File: src/rtl/traffic_phase_sequencer.sv
`default_nettype none
// ============================================================================
// Module   : traffic_phase_sequencer
// Brief    : Sequences N_PHASES traffic phases with runtime-programmable
//            durations, a one-second prescaler, zero-length phase skipping,
//            a pedestrian countdown cap, forced advance and run/pause.
//            Optional macro TLS_FLASH_EN adds a flashing (maintenance) state
//            driven by flash_mode, with a flash_on output.
// Revision : 1.0 - initial release
// ============================================================================
module traffic_phase_sequencer #(
    parameter int N_PHASES  = 4,
    parameter int PH_W      = 3,
    parameter int CNT_W     = 4,
    parameter int TICK_DIV  = 25000000,
    parameter int PED_PHASE = 2,
    parameter int PED_CAP   = 3
`ifdef TLS_FLASH_EN
    ,
    parameter int FLASH_PHASE = 1
`endif
) (
    input  logic                      clk,
    input  logic                      rst,
    input  logic                      en,
    input  logic [N_PHASES*CNT_W-1:0] dur_flat,
    input  logic                      ped_req,
    input  logic                      force_next,
    output logic [PH_W-1:0]           cur_phase,
    output logic [CNT_W-1:0]          sec_left,
    output logic                      sec_tick,
    output logic                      phase_start,
    output logic                      ped_pending
`ifdef TLS_FLASH_EN
    ,
    input  logic                      flash_mode,
    output logic                      flash_on
`endif
);

    localparam int c_PS_W = (TICK_DIV > 1) ? $clog2(TICK_DIV) : 1;

`ifdef TLS_FLASH_EN
    typedef enum logic [1:0] {
        ST_LOAD  = 2'd0,
        ST_RUN   = 2'd1,
        ST_FLASH = 2'd2
    } state_t;
`else
    typedef enum logic [1:0] {
        ST_LOAD = 2'd0,
        ST_RUN  = 2'd1
    } state_t;
`endif

    state_t              r_state;
    state_t              w_state_nxt;
    logic [c_PS_W-1:0]   r_prescaler;
    logic [c_PS_W-1:0]   w_ps_nxt;
    logic [c_PS_W-1:0]   w_ps_inc;
    logic [PH_W-1:0]     w_phase_nxt;
    logic [PH_W-1:0]     w_next_phase;
    logic [CNT_W-1:0]    w_sec_nxt;
    logic [CNT_W-1:0]    w_cur_dur;
    logic                w_tick_nxt;
    logic                w_start_nxt;
    logic                w_ped_nxt;
    logic                w_ped_set;
    logic                w_wrap;
    logic                w_is_ped;
`ifdef TLS_FLASH_EN
    logic                w_flash_nxt;
`endif

    // State, counters and all registered outputs; reset acts immediately
    always_ff @(posedge clk or posedge rst) begin
        if (rst) begin
            r_state     <= ST_LOAD;
            r_prescaler <= '0;
            cur_phase   <= '0;
            sec_left    <= '0;
            sec_tick    <= 1'b0;
            phase_start <= 1'b0;
            ped_pending <= 1'b0;
`ifdef TLS_FLASH_EN
            flash_on    <= 1'b0;
`endif
        end else begin
            r_state     <= w_state_nxt;
            r_prescaler <= w_ps_nxt;
            cur_phase   <= w_phase_nxt;
            sec_left    <= w_sec_nxt;
            sec_tick    <= w_tick_nxt;
            phase_start <= w_start_nxt;
            ped_pending <= w_ped_nxt;
`ifdef TLS_FLASH_EN
            flash_on    <= w_flash_nxt;
`endif
        end
    end

    // Next-state: phase loading/skipping, countdown, pedestrian cap, force
    always_comb begin
        w_state_nxt  = r_state;
        w_ps_nxt     = r_prescaler;
        w_phase_nxt  = cur_phase;
        w_sec_nxt    = sec_left;
        w_tick_nxt   = 1'b0;
        w_start_nxt  = 1'b0;
        w_cur_dur    = '0;
        w_next_phase = '0;
`ifdef TLS_FLASH_EN
        w_flash_nxt  = flash_on;
`endif

        // Duration of the current phase and its wrapping successor
        for (int i = 0; i < N_PHASES; i++) begin
            if (cur_phase == PH_W'(i)) begin
                w_cur_dur    = dur_flat[i*CNT_W +: CNT_W];
                w_next_phase = (i == N_PHASES - 1) ? '0 : PH_W'(i + 1);
            end
        end

        w_wrap   = (r_prescaler == c_PS_W'(TICK_DIV - 1));
        w_ps_inc = w_wrap ? '0 : r_prescaler + c_PS_W'(1);
        w_is_ped = (cur_phase == PH_W'(PED_PHASE));

        // Requests are latched even while paused; a request is already
        // being served when the pedestrian phase is running
        w_ped_set = ped_req && !(w_is_ped && (r_state == ST_RUN));
        w_ped_nxt = ped_pending || w_ped_set;

        if (en) begin
            case (r_state)
                ST_LOAD: begin
                    if (w_cur_dur != '0) begin
                        w_sec_nxt   = w_cur_dur;
                        w_ps_nxt    = '0;
                        w_start_nxt = 1'b1;
                        w_state_nxt = ST_RUN;
                        // Loading the pedestrian phase serves the request,
                        // including one arriving in this very cycle
                        if (w_is_ped) begin
                            w_ped_nxt = 1'b0;
                        end
                    end else begin
                        w_phase_nxt = w_next_phase;
                    end
                end
                ST_RUN: begin
                    w_ps_nxt = w_ps_inc;
                    if (force_next) begin
                        w_phase_nxt = w_next_phase;
                        w_sec_nxt   = '0;
                        w_ps_nxt    = '0;
                        w_state_nxt = ST_LOAD;
                    end else if (ped_req && !w_is_ped &&
                                 (sec_left > CNT_W'(PED_CAP))) begin
                        // Cap absorbs a coincident tick; prescaler keeps phase
                        w_sec_nxt = CNT_W'(PED_CAP);
                    end else if (w_wrap) begin
                        w_tick_nxt = 1'b1;
                        if (sec_left == CNT_W'(1)) begin
                            w_phase_nxt = w_next_phase;
                            w_sec_nxt   = '0;
                            w_state_nxt = ST_LOAD;
                        end else begin
                            w_sec_nxt = sec_left - CNT_W'(1);
                        end
                    end
                end
                default: ;
            endcase
        end

`ifdef TLS_FLASH_EN
        // Flashing runs independently of en; leaving it restarts at phase 0
        if (r_state == ST_FLASH) begin
            w_ps_nxt = w_ps_inc;
            if (w_wrap) begin
                w_flash_nxt = !flash_on;
            end
            if (!flash_mode) begin
                w_state_nxt = ST_LOAD;
                w_phase_nxt = '0;
                w_sec_nxt   = '0;
                w_ps_nxt    = '0;
                w_flash_nxt = 1'b0;
            end
        end
        if (flash_mode) begin
            w_state_nxt = ST_FLASH;
            w_phase_nxt = PH_W'(FLASH_PHASE);
            w_sec_nxt   = '0;
            w_ps_nxt    = w_ps_inc;
            w_tick_nxt  = 1'b0;
            w_start_nxt = 1'b0;
            w_ped_nxt   = ped_pending || w_ped_set;
        end
`endif
    end

endmodule
`default_nettype wire

File: config.mk
export PLATFORM = sky130hd
export DESIGN_NAME = traffic_phase_sequencer
export DESIGN_NICKNAME = d
export VERILOG_FILES = /design/src/rtl/traffic_phase_sequencer.sv
export SDC_FILE = /design/constraint.sdc
export NUM_CORES = 1
export LEC_CHECK = 0
export ABC_AREA = 1
export BUFFER_PORTS_ARGS = -buffer_cell sky130_fd_sc_hd__buf_2
export CAP_MARGIN = 10
export CORE_MARGIN = 1.5
export CORE_UTILIZATION = 30
export CTS_BUF_LIST = sky130_fd_sc_hd__clkbuf_4 sky130_fd_sc_hd__clkbuf_8 sky130_fd_sc_hd__clkbuf_16
export CTS_CLUSTER_DIAMETER = 150
export DETAILED_ROUTE_END_ITERATION = 8
export GPL_TIMING_DRIVEN = 0
export PLACE_DENSITY = 0.58
export SLEW_MARGIN = 25
export SYNTH_ARGS = -nofsm -noshare
export SYNTH_HDL_FRONTEND = slang
export SYNTH_SLANG_ARGS = --single-unit
File: constraint.sdc
create_clock -name clk -period 1.9 [get_ports clk]
set_clock_uncertainty 0.1 [all_clocks]
set_input_delay 0.095 -clock clk [delete_from_list [all_inputs] [get_ports clk]]
set_output_delay 0.095 -clock clk [all_outputs]
set_load 0.05 [all_outputs]
==> impl_metrics.tcl <==
set metrics [dict create \
    status "finished, violations left" \
    yosysMostFrequentCell "nand2_1" \
    critPathLaunchType "flop" \
    slew_headroom_pct 59.9 \
    yosys-top-cells-count "nand2_1, nor2_1, inv_1" \
    core_sq_um 9240 \
    hp-class "input pin to flop" \
    syn_nets 464 \
    firstDrtPassIters 4 \
    areaGrowthSynthToFinish_pct 30.2 \
    crit_chain "buf_6 -> ha_4 -> a21oi_2 -> nand2_1 -> nand2_2 -> nand2_2 -> nor2_4 -> nand3_4 -> nand2_8 -> buf_12 -> buf_16 -> nand2_2 -> o21ai_2" \
    gp_congestion 1.02 \
    clk_pin_slew_ns 0.09 \
    synth_top_cell_by_area "dfrtp_1" \
    highest_layer "met4" \
    track_usage_pct 17.3 \
    nets 522 \
    synthXorXnorAreaFrac_pct 1.83 \
    slowest_stage "dfrtp_2" \
    max-vdd-ir-drop_mv 0.790 \
    setup_ws_ns -0.160 \
    netlist_instances 435 \
    cts_buffers 5 \
    fmax_mhz 485 \
    synthFlopType "dfrtp_1" \
    overflow 0 \
    clk_path_buf_depth 2 \
    fin_util_pct 40.4 \
    crit_path_frequent_cell "nand2_2" \
    dieArea_sq_um 10200 \
    crit_buf_inv 3 \
    wl_met3_um 392 \
    yosys_warnings 0 \
    place_hpwl_mm 5.92 \
    synth_simple_gate_area_share_pct 45.6 \
    min_period_ns 2.06 \
    cpPeakStageDelay_ns 0.45 \
    viasPerCell 4.80 \
    cts_tree "built" \
    grt_first_pass_wirelength_mm 13.8 \
    wl_met1_mm 3.76 \
    dr.first_iter.drc_count 160 \
    leakage_nw 1.67 \
    syn_area_per_cell_sq_um 6.59 \
    critical-path-top-delay-family "simple AND/OR/NAND/NOR gates" \
    rows 35 \
    diodes 0 \
    synth_fa_ha_area_share_pct 3.49 \
    antenna_found_initial 0 \
    grt_max_degree 26 \
    cts-root-buf "clkbuf_8" \
    cap_violations 0 \
    insertion_delay_ns 0.30 \
    wl_met2_mm 3.98 \
    n_fill_cell 993 \
    critPathMaxFanout 6 \
    drt-total-wl_mm 8.23 \
    violations "negative setup slack" \
    routedWlPerCell_um 13.2 \
    ys_top_cells_by_area "dfrtp_1, nand2_1, nand4_1, nor2_1, o21ai_2" \
    max_slew.worst_pin.slew_ns 0.602 \
    synth_top_family_by_area "simple AND/OR/NAND/NOR gates" \
    die_h_um 101 \
    ys_seq_area_share_pct 30.6 \
    grt_pass1_vias 2946 \
    synthArstFlopShare_pct 100 \
    drtAntennaViolNets 0 \
    arrival_ns 2.20 \
    synth.area.mux_share_pct 0 \
    rsz0062_at_grt "true" \
    dieWidth_um 101 \
    synth_compound_area_share_pct 9.25 \
    drc 0 \
    ios 31 \
    drive_gt1_share_pct 31.4 \
    synth_area_sq_um 2870 \
    io_buffers 28 \
    worst-setup-path-type "flop to flop" \
    synth_edf_count 0 \
    start_util_pct 31.0 \
    htreeDepth 2 \
    synth_top_area_share_pct 30.6 \
    cp.required_ns 2.04 \
    slew_violations 0 \
    final_hold_viol_count 0 \
    vias 2990 \
    setup_viol 30 \
    ys_seq_elements 35 \
    power.total_mw 4.07 \
    clock_sinks 35 \
    power.density_nw_per_um2 1090 \
    post-route-period-util_pct 108 \
    synth_cell_type_count 37 \
    end_kind "flop" \
]
[placed cells by master (no fill, tap or decap), drive strengths merged, types with 2 or more instances in the layout]
cell / instances
dfrtp: 35
or2: 4
clkbuf: 10
nand2: 161
nor3: 5
inv: 41
a21oi: 8
nor2: 60
xnor2: 2
ha: 8
dlygate4sd3: 2
xor2: 4
o21ai: 23
buf: 59
o21bai: 3
nand3: 28
nand4: 33
[flip-flops by register name, indices dropped and copies added, names as in the netlist]
signal and cells:
cur_phase 2, ped_pending 1, phase_start 1, r_prescaler 25, r_state 1, sec_left 4, sec_tick 1
[worst paths after layout]
kind / from / to / slack, ns / cells after the start
setup / recovery: cur_phase[0] / r_prescaler[17] / -0.16 / 13
hold / removal: en / sec_tick / 0.05 / 3
setup reg to reg: cur_phase[0] / r_prescaler[17] / -0.16 / 13
hold reg to reg: sec_left[1] / sec_left[1] / 0.44 / 2
max in group asynchronous: rst / r_prescaler[21] / 1.11 / 4
min in group asynchronous: rst / cur_phase[0] / 0.16 / 3
[cell type report]
class,count,area (sq um),share of cell area [%]
inverter,40,165,4.43
buffer,12,92.6,2.48
sequential,35,878,23.5
clock inverter,3,47.5,1.27
clock buffer,5,68.8,1.84
timing repair buffer,54,397,10.6
multi-input combinational,345,1920,51.5
tap,129,161,4.33
[worst min-delay path, delay by kind of cell]
| kind | cells | cell delay [ns] |
|---|---|---|
| buffers and inverters | 2 | 0.27 |
| and+or+nand+nor | 1 | 0.05 |
[report_power, final]
part	switching (mW)	total (mW)	leakage, nW	internal (mW)
logic	1.46	2.41	1.14	0.948
registers	0.0929	0.940	0.470	0.847
clock network	0.326	0.725	0.0587	0.398
[routing by layer]
layer,GRT usage [%],vias up
li1,-,1524
met1,21.5,1386
met2,30.5,70
met3,2.84,10
met4,5.09,0
met5,0,-
[what timing repair did]
action                                 4_1_cts  5_1_grt
setup endpoints to repair                   32       33
pin swaps                                    8       14
resized for setup                           29       31
endpoints found under the hold margin       36        0
gates cloned                                 1        0
hold buffers                                 2        0
setup buffers                               15        7
[cell families (layout without fill, tap and decap cells)]
group | after synthesis | count (layout)
adder cells (fa/ha/maj) | 8 | 8
XOR/XNOR | 6 | 6
flip-flops | 35 | 35
AO/OA/AOI/OAI | 37 | 37
buffers and inverters | 55 | 114
other | 1 | 1
AND/OR/NAND/NOR | 293 | 293
[through the flow]
| step | instances | area, sq um | hold slack (ns) | setup WS, ns | setup TNS, ns |
|---|---|---|---|---|---|
| 6_report | 623 | 3730 | 0.0471 | -0.160 | -3.09 |
| 5_1_grt | 623 | 3730 | 0.0638 | -0.261 | -6.69 |
| 4_1_cts | 617 | 3590 | 0.0456 | -0.117 | -2.22 |
| 3_5_place_dp | 593 | 3220 | -0.0449 | -0.242 | -6.20 |
| 3_3_place_gp | 592 | 3200 | 0.292 | -0.239 | -4.90 |
| 2_1_floorplan | 435 | 2900 | 0.149 | -0.118 | -2.70 |
Power figures use the tool's default switching activity.
